--- src/rtl/multdiv_unit.sv ---
// Iterative signed 32-bit multiply / divide unit: one bit per clock, 32 iteration
// edges per operation, registered result, error flag and one-cycle completion strobe.
module multdiv_unit (
    input  logic               clock,
    input  logic               reset,
    input  logic signed [31:0] data_operandA,
    input  logic signed [31:0] data_operandB,
    input  logic               ctrl_MULT,
    input  logic               ctrl_DIV,
    output logic signed [31:0] data_result,
    output logic               data_exception,
    output logic               data_resultRDY
);

    localparam int DATA_W = 32;
    localparam logic [5:0] LAST_ITER = 6'd31;

    typedef enum logic [1:0] {
        IDLE,
        MULT,
        DIV,
        DONE
    } state_t;

    state_t state_q, state_d;
    logic [5:0] cnt_q, cnt_d;
    logic start;
    logic finish;

    // Iteration datapath: {acc_q, lo_q} is the shifting product or remainder/quotient pair
    logic [DATA_W-1:0] acc_q, lo_q;
    logic [DATA_W-1:0] acc_n, lo_n;
    logic [DATA_W-1:0] mag_a_q, mag_b_q;
    logic              neg_q;
    logic              b_zero_q;

    logic [DATA_W:0]   mult_sum;
    logic [DATA_W:0]   div_shift;
    logic [DATA_W:0]   div_diff;
    logic              div_ge;
    logic              unused_diff_msb;

    logic [DATA_W:0]   fin;
    logic [DATA_W-1:0] fin_res;
    logic              fin_exc;

    function automatic logic [DATA_W-1:0] mag_of(input logic signed [DATA_W-1:0] v);
        return v[DATA_W-1] ? -v : v;
    endfunction

    // Returns {exception, result}; exception when bits 63:31 are not a pure sign extension.
    function automatic logic [DATA_W:0] fin_mult(input logic [2*DATA_W-1:0] mag,
                                                 input logic neg);
        logic signed [2*DATA_W-1:0] prod;
        logic [DATA_W:0] hi;
        prod = neg ? -$signed(mag) : $signed(mag);
        hi   = prod[2*DATA_W-1:DATA_W-1];
        return {~((&hi) | ~(|hi)), prod[DATA_W-1:0]};
    endfunction

    // Returns {exception, result}; a positive quotient of 2^31 (MIN / -1) wraps and flags.
    function automatic logic [DATA_W:0] fin_div(input logic [DATA_W-1:0] q,
                                                input logic neg,
                                                input logic b_zero);
        logic signed [DATA_W-1:0] qs;
        qs = neg ? -$signed(q) : $signed(q);
        if (b_zero) begin
            return {1'b1, {DATA_W{1'b0}}};
        end
        return {~neg & q[DATA_W-1], qs};
    endfunction

    assign start = ctrl_MULT | ctrl_DIV;

    always_comb begin
        state_d = state_q;
        cnt_d   = cnt_q;
        finish  = 1'b0;
        if (start) begin
            state_d = ctrl_MULT ? MULT : DIV;
            cnt_d   = '0;
        end else begin
            case (state_q)
                MULT, DIV: begin
                    cnt_d = cnt_q + 6'd1;
                    if (cnt_q == LAST_ITER) begin
                        state_d = DONE;
                        finish  = 1'b1;
                    end
                end
                DONE:    state_d = IDLE;
                default: state_d = state_q;
            endcase
        end
    end

    always_ff @(posedge clock or negedge reset) begin
        if (!reset) begin
            state_q        <= IDLE;
            cnt_q          <= '0;
            data_result    <= '0;
            data_exception <= 1'b0;
            data_resultRDY <= 1'b0;
        end else begin
            state_q        <= state_d;
            cnt_q          <= cnt_d;
            data_resultRDY <= finish;
            if (finish) begin
                data_result    <= fin_res;
                data_exception <= fin_exc;
            end
        end
    end

    // One iteration step: shift-add for multiply, restoring subtract for divide
    always_comb begin
        mult_sum  = {1'b0, acc_q} + ({1'b0, mag_a_q} & {(DATA_W+1){lo_q[0]}});
        div_shift = {acc_q, lo_q[DATA_W-1]};
        div_diff  = div_shift - {1'b0, mag_b_q};
        div_ge    = (div_shift >= {1'b0, mag_b_q});
        if (state_q == DIV) begin
            acc_n = div_ge ? div_diff[DATA_W-1:0] : div_shift[DATA_W-1:0];
            lo_n  = {lo_q[DATA_W-2:0], div_ge};
        end else begin
            acc_n = mult_sum[DATA_W:1];
            lo_n  = {mult_sum[0], lo_q[DATA_W-1:1]};
        end
    end

    // The remainder always fits in 32 bits once the trial subtraction succeeds
    assign unused_diff_msb = div_diff[DATA_W];

    always_comb begin
        if (state_q == MULT) begin
            fin = fin_mult({acc_n, lo_n}, neg_q);
        end else begin
            fin = fin_div(lo_n, neg_q, b_zero_q);
        end
        fin_exc = fin[DATA_W];
        fin_res = fin[DATA_W-1:0];
    end

    always_ff @(posedge clock) begin
        if (start) begin
            mag_a_q  <= mag_of(data_operandA);
            mag_b_q  <= mag_of(data_operandB);
            neg_q    <= data_operandA[DATA_W-1] ^ data_operandB[DATA_W-1];
            b_zero_q <= (data_operandB == '0);
            acc_q    <= '0;
            lo_q     <= ctrl_MULT ? mag_of(data_operandB) : mag_of(data_operandA);
        end else if (state_q == MULT || state_q == DIV) begin
            acc_q <= acc_n;
            lo_q  <= lo_n;
        end
    end

endmodule

--- config.mk ---
export PLATFORM = sky130hd
export DESIGN_NAME = multdiv_unit
export DESIGN_NICKNAME = d
export VERILOG_FILES = /design/src/rtl/multdiv_unit.sv
export SDC_FILE = /design/constraint.sdc
export NUM_CORES = 1
export LEC_CHECK = 0
export CORE_MARGIN = 3
export CORE_UTILIZATION = 56
export CTS_CLUSTER_DIAMETER = 200
export DETAILED_ROUTE_END_ITERATION = 12
export GPL_TIMING_DRIVEN = 0
export HOLD_SLACK_MARGIN = 0.15
export PLACE_DENSITY_LB_ADDON = 0.1
export RECOVER_POWER = 50
export SETUP_SLACK_MARGIN = 0.15
export SYNTH_ARGS = -nofsm -noshare
export SYNTH_HDL_FRONTEND = slang
export SYNTH_SLANG_ARGS = --single-unit
--- constraint.sdc ---
create_clock -name clock -period 19.19 [get_ports clock]
set_input_delay 2.8785 -clock clock [delete_from_list [all_inputs] [get_ports clock]]
set_output_delay 2.8785 -clock clock [all_outputs]
set_load 0.01 [all_outputs]
Word level (Yosys, flattened, before mapping)

Index checks and enable logic that the tools add are counted.

Word-level logic and storage cells: 65
Register bits after elaboration: 172

Equality and inequality tests: 5
$add $sub $neg: 7
Multiplexer cells: 24
Bitwise operators: 8
Magnitude comparators: 1
Reduce and logical (&&, ||, !) cells: 9

Operator list:

| kind                                                                   | count |
|---|---|
| 32-bit 2-to-1 mux                                                      | 9 |
| 33-bit 2-to-1 mux                                                      | 3 |
| 32-bit negation                                                        | 3 |
| 64-bit 2-to-1 mux                                                      | 1 |
| 64-bit negation                                                        | 1 |
| 32-bit by 33-bit adder with 33-bit output                              | 1 |
| 32-bit by 33-bit AND with 33-bit output                                | 1 |
| 33-bit by 32-bit >= comparator with 1-bit output                       | 1 |
| 33-bit AND reduction                                                   | 1 |
| 33-bit OR reduction                                                    | 1 |
| 32-bit zero test                                                       | 1 |
| 32-bit subtractor                                                      | 1 |
| 6-bit 2-to-1 mux                                                       | 2 |
| 6-bit by 1-bit adder with 6-bit output (second input constant)         | 1 |
| 6-bit by 5-bit equality test with 1-bit output (second input constant) | 1 |
| 2-bit 2-to-1 mux                                                       | 3 |
| 1-bit 2-to-1 mux                                                       | 5 |
| 2-bit equality test (second input constant)                            | 2 |
| 2-bit one-hot mux with 2 select lines                                  | 1 |
| 2-bit nonzero test                                                     | 2 |
| 3-bit != test (second input constant)                                  | 1 |
| 1-bit NOT                                                              | 3 |
| 3-bit nonzero test                                                     | 1 |
| 2-bit by 1-bit equality test with 1-bit output (second input constant) | 1 |
| 6 further kinds                                                        | 7 |

Depth between registers and ports, before layout

Depth in word-level cells: 10
Gate-level depth with buffers: 29

Worst setup path before layout

OpenSTA, ideal clock, no wires.

Kind: reg2reg
Start point: register state_q[0]
End point: register data_exception
Cell stages (with the launch flop): 29
Setup slack: 12.368 ns
Arrival: 6.693 ns
Data required time: 19.061 ns
Path through: dfrtp_1 > inv_1 > ha_1 > buf_2 > buf_2 > buf_1 > clkbuf_1 > buf_1 > clkbuf_1 > buf_1 > clkbuf_1 > buf_1 > nand2_1 > o21ai_0 > ha_1 > nor3b_1 > nor3b_1 > o211ai_1 > o21ba_2 > nand2_1 > nor4bb_1 > nand3_1 > or3_1 > o31ai_1 > xnor2_1 > nand4_1 > or4_1 > o311ai_1 > nand2_1

Longest elaborated chain between the ends: 9

Ends and longest elaborated chain:

| item                     | line    | text |
|---|---|---|
| start: declaration       | 25      | `state_t state_q, state_d;` |
| start signal: assignment | 105     | `state_q <= state_d;` |
| 2-bit equality test      | 83, 121 |  |
| 32-bit 2-to-1 mux        | 121     | `if (state_q == DIV) begin` |
| 64-bit negation          | 56      | `prod = neg ? -$signed(mag) : $signed(mag);` |
| 64-bit 2-to-1 mux        | 56      |  |
| 33-bit OR reduction      | 58      | `return {~((&hi) \| ~(\|hi)), prod[DATA_W-1:0]};` |
| 1-bit NOT                | 58      |  |
| 1-bit bitwise OR         | 58      |  |
| 1-bit NOT                | 58      |  |
| 33-bit 2-to-1 mux        | 134     | `if (state_q == MULT) begin` |
| end signal: assignment   | 110     | `data_exception <= fin_exc;` |
| end: declaration         | 11      | `output logic data_exception,` |

Parallel ways exist; a longest one is shown, timed or not.
A chain may end at the register's enable or synchronous reset.

Worst setup path after layout

Same ends and word-level chain as after synthesis.

==> results by stage <==
Placement:
- Detailed placement finished with a half-perimeter wire length of 46000 µm.
- Port buffering added 100 buffers.
- After detailed placement, the design holds a cell count of 2277.
- The post-place setup slack is approximately 8500 ps.
- The congestion estimate from routability-driven global placement came to 1.02.

STA:
- Measured against its own limit, the worst slew margin works out to -35.7%.
- The least setup slack across all paths after layout is 7690 ps.
- The minimum clock period after layout is roughly 12000 ps.
- The count of final max-slew check failures is 63.
- The setup violation total in the final timing report is 0.
- The period utilization is 59.9%.
- The count of final hold-check violations was 0.
- The highest achievable clock rate is approximately 87 MHz.
- After routing, the total negative slack on setup checks comes to 0 ps.
- Setup repair after global routing left no endpoint under its margin.
- At the pin with the least slew margin, the transition time is 2040 ps.
- On the final layout, the worst clock skew is 14.9 ps.

Finish:
- From synthesis to final layout, the design area changed by 13.3%.
- The total of fill cells in the finished design is 2284.
- The commonest non-fill, non-tap cell in the layout is sky130_fd_sc_hd__nand2_1.
- 0 antenna diodes ended up in the layout.
- In the layout the commonest cells are 231 x sky130_fd_sc_hd__nand2_1, 136 x sky130_fd_sc_hd__nor2_1, 131 x sky130_fd_sc_hd__o21ai_0, 116 x sky130_fd_sc_hd__xnor2_1, 110 x sky130_fd_sc_hd__a21oi_1.
- Once layout is complete, the cells apart from fillers number 2309.
- The layout cell share with drive strength beyond 1 is 5.57%.
- The net total in the final layout is 2102.

Setup path:
- At the worst endpoint, the arrival time is 11830 ps.
- The critical-path cell with the highest stage delay is sky130_fd_sc_hd__clkbuf_1.
- The worst setup path is launched from a flip-flop.
- In this run the worst path has a maximum fanout of 10.
- The start-to-end type of the worst setup path is flip-flop to flip-flop.
- The required time of the worst setup path is 19520 ps.
- On the worst path, the slowest cell contributes a delay of 810 ps.
- The critical path contains buffers and inverters numbering 10 combined.
- Counting stages on the worst path, the most repeated cell is sky130_fd_sc_hd__clkbuf_1.
- The kind of end point of the critical path is a flip-flop.
- In this design, the largest share of critical-path delay is due to buffers and inverters.

Clocking:
- The number of H-tree levels is 4.
- The maximum count of clock buffers along a single path is 2.
- After clock tree synthesis, the clock-pin slew on the worst setup and hold paths is 80 ps.
- The TritonCTS clock tree is yes.
- The later-pin clock latency in the skew report is ~450 ps.
- The number of sinks handled by clock tree synthesis is 172.
- The number of resized instances in the post-cts repair step is 0.
- The clock root buffer master is sky130_fd_sc_hd__clkbuf_16.
- The post-CTS setup buffer count is 0.
- In this run, post-CTS hold repair placed 0 buffers.
- The number of clock buffers inserted by TritonCTS is 17.

Detailed routing:
- For this block, the routed nets add up to 58100 µm of wire.
- Detailed routing inserted a total of 15880 vias.
- The post-detailed-route DRC marker count is 0.
- The violation count after the first detailed-routing iteration is 2173.
- The number of nets with antenna violations after detailed routing is 0.
- After detailed routing, the number of vias per cell comes to 6.88.
- The detailed-route wire length per cell is ~25 µm.
- The number of iterations in the first detailed-routing pass is 8.

Die:
- The die is 171 µm wide.
- The total I/O pin count is 102.
- In this run the standard cell core region covers 26400 µm².
- For this configuration, the core starts out at a cell density of 57.7%.
- The count of standard-cell rows is 59.
- The die covers 29300 µm².
- In this run the vertical extent of the chip is 171 µm.

GRT:
- The met1 global-route usage is 51.5%.
- The initial antenna violation count is 1.
- The via count of the first global-routing pass is 14856.
- The global-route total usage across every layer is 39.1%.
- Summed over all layers, the global routing overflow is 0.
- The first global-routing pass estimated 86300 µm of wire.
- The met2 usage in global routing is between 50% and 60%.
- Global routing consumed, on the met3 layer, 10.9% of the routing resources.
- The pin count of the biggest net entering global routing is 39.
- The most crowded layer after global routing is met2.

Hold path:
- The min-delay analysis places its worst path in the category flip-flop to flip-flop.

Power and ir drop:
- The total power divided by cell area is between 70 and 80 nW/µm².
- The analysis attributes to cell leakage a power of 0.00698 µW.
- VDD sags by at most 58.8 µV.

Synthesis:
- The synthesis-stage register bit count is 172.
- After technology mapping, the gate count stands at between 1500 and 2000.
- The post-synthesis net count is about 2000.
- Counting flops with a built-in enable in the synthesized netlist gives 98.
- Yosys printed 0 warnings.
- After synthesis, the mean cell area works out to 8.29 µm².
- The portion of the post-synthesis area used by sequential elements is 30.4%.
- The post-synthesis async set-or-reset flop share is between 20% and 30%.
- The netlist area before placement is 15300 µm².
- In the synthesized netlist the dominant register cell turns out to be sky130_fd_sc_hd__edfxtp_1.
- The number of library cell types mapped by synthesis is 100.

Run:
- Max-cap violations in this run came to 2.

Status:
- The final reports fail on capacitance limit, slew limit.
- The flow ran to the end, but the final reports show violations.
==> layer usage <==
metal,wire length [µm],share of wire [%],vias to the layer above
li1,-,-,7109
met2,24700,43,1050
met1,22800,39,7513
met4,3510,6.0,2
met5,17,0.029,-
met3,7010,12,206
==> worst paths after layout <==
check	startpoint	end	slack, ps	cells after the start
worst max-delay path	state_q[0]$_DFFE_PN0P_	data_exception$_DFFE_PN0P_	7690	29
worst min-delay path	data_result[27]$_DFFE_PN0P_	data_result[27]$_DFFE_PN0P_	480	2
worst max register to register	state_q[0]$_DFFE_PN0P_	data_exception$_DFFE_PN0P_	7690	29
worst min register to register	data_result[27]$_DFFE_PN0P_	data_result[27]$_DFFE_PN0P_	480	2
max in group asynchronous	reset	data_result[7]$_DFFE_PN0P_	14740	2
min in group asynchronous	reset	cnt_q[5]$_DFFE_PN0P_	2250	1
==> metrics by stage <==
stage / hold slack, ps / power, µW / instance area [µm²] / util [%]
2_1_floorplan: 475 / 794 / 15300 / -
3_3_place_gp: 468 / 945 / 16700 / 63.1
3_5_place_dp: 473 / 953 / 16700 / 63.3
4_1_cts: 491 / 1310 / 17300 / 65.6
5_1_grt: 517 / 1380 / 17300 / 65.4
6_report: 480 / 1330 / 17300 / 65.4
==> power breakdown <==
group          switching, µW  internal [µW]  total [µW]  leakage (µW)
sequential              28.1            430         459       0.00186
combinational            329            180         509       0.00483
clock                    180            187         367      0.000293
==> sequential cells by signal, indices dropped and copies added (netlist names) <==
signal	cells
state_q	2
lo_q	32
b_zero_q	1
acc_q	32
data_result	32
data_resultRDY	1
data_exception	1
cnt_q	6
mag_a_q	32
neg_q	1
mag_b_q	32
==> kinds of logic (layout without fill, tap and decap cells) <==
kind of cell	Yosys count	after routing	synth area share, %
simple gates	696	696	23.0
compound gates	543	543	24.5
flops	172	172	30.4
buf+inv	164	299	4.49
xor+xnor	142	142	8.20
fa+ha+maj	73	73	6.09
mux	49	49	3.29
==> cell usage after synthesis, types with 9 or more instances <==
master	instances	share of area, %
sky130_fd_sc_hd__a211oi_1	25	1.2
sky130_fd_sc_hd__o21bai_1	9	0.44
sky130_fd_sc_hd__nor2b_1	13	0.53
sky130_fd_sc_hd__dfrtp_1	42	6.9
sky130_fd_sc_hd__mux2_2	9	0.66
sky130_fd_sc_hd__nor2_1	136	3.3
sky130_fd_sc_hd__nand2_1	232	5.7
sky130_fd_sc_hd__nand3_1	32	1.1
sky130_fd_sc_hd__and3_1	22	0.90
sky130_fd_sc_hd__o211ai_1	10	0.49
sky130_fd_sc_hd__edfxtp_1	98	19
sky130_fd_sc_hd__o211a_1	11	0.72
sky130_fd_sc_hd__buf_1	14	0.34
sky130_fd_sc_hd__a21o_1	25	1.2
sky130_fd_sc_hd__a22o_1	10	0.57
sky130_fd_sc_hd__clkbuf_1	55	1.4
sky130_fd_sc_hd__nand4_1	24	0.98
sky130_fd_sc_hd__o21ai_0	131	4.3
sky130_fd_sc_hd__o41ai_1	12	0.69
sky130_fd_sc_hd__a211o_1	30	1.7
sky130_fd_sc_hd__o21a_1	14	0.69
sky130_fd_sc_hd__and2_1	44	1.8
sky130_fd_sc_hd__mux2i_1	40	2.6
sky130_fd_sc_hd__nor4_1	17	0.70
sky130_fd_sc_hd__o31ai_1	33	1.6
sky130_fd_sc_hd__or3_1	30	1.2
sky130_fd_sc_hd__nor3b_1	16	0.79
sky130_fd_sc_hd__xnor2_1	116	6.7
sky130_fd_sc_hd__inv_1	65	1.6
sky130_fd_sc_hd__nor3_1	59	1.9
sky130_fd_sc_hd__buf_2	22	0.72
sky130_fd_sc_hd__nand2b_1	11	0.45
sky130_fd_sc_hd__a21oi_1	110	3.6
sky130_fd_sc_hd__a31oi_1	27	1.1
sky130_fd_sc_hd__or4_1	13	0.64
sky130_fd_sc_hd__xor2_1	25	1.4
sky130_fd_sc_hd__ha_1	71	5.8
sky130_fd_sc_hd__dfxtp_1	32	4.2
==> worst min-delay path: cells and delay by family, from the launching register on <==
family,cells,cell delay (ps)
AND/OR/NAND/NOR,1,40
AO/OA/AOI/OAI,1,60
flip-flops,1,350
==> layout make-up <==
type | instances | area (µm²) | share of cell area, %
Inverter | 66 | 248 | 1.43
Timing Repair Buffer | 103 | 1020 | 5.92
Clock inverter | 15 | 174 | 1.01
Tap cell | 335 | 419 | 2.43
Clock buffer | 17 | 425 | 2.46
Buffer | 98 | 433 | 2.51
Sequential cell | 172 | 4630 | 26.8
Multi-Input combinational cell | 1503 | 9920 | 57.4
Power figures use the tool's default switching activity.
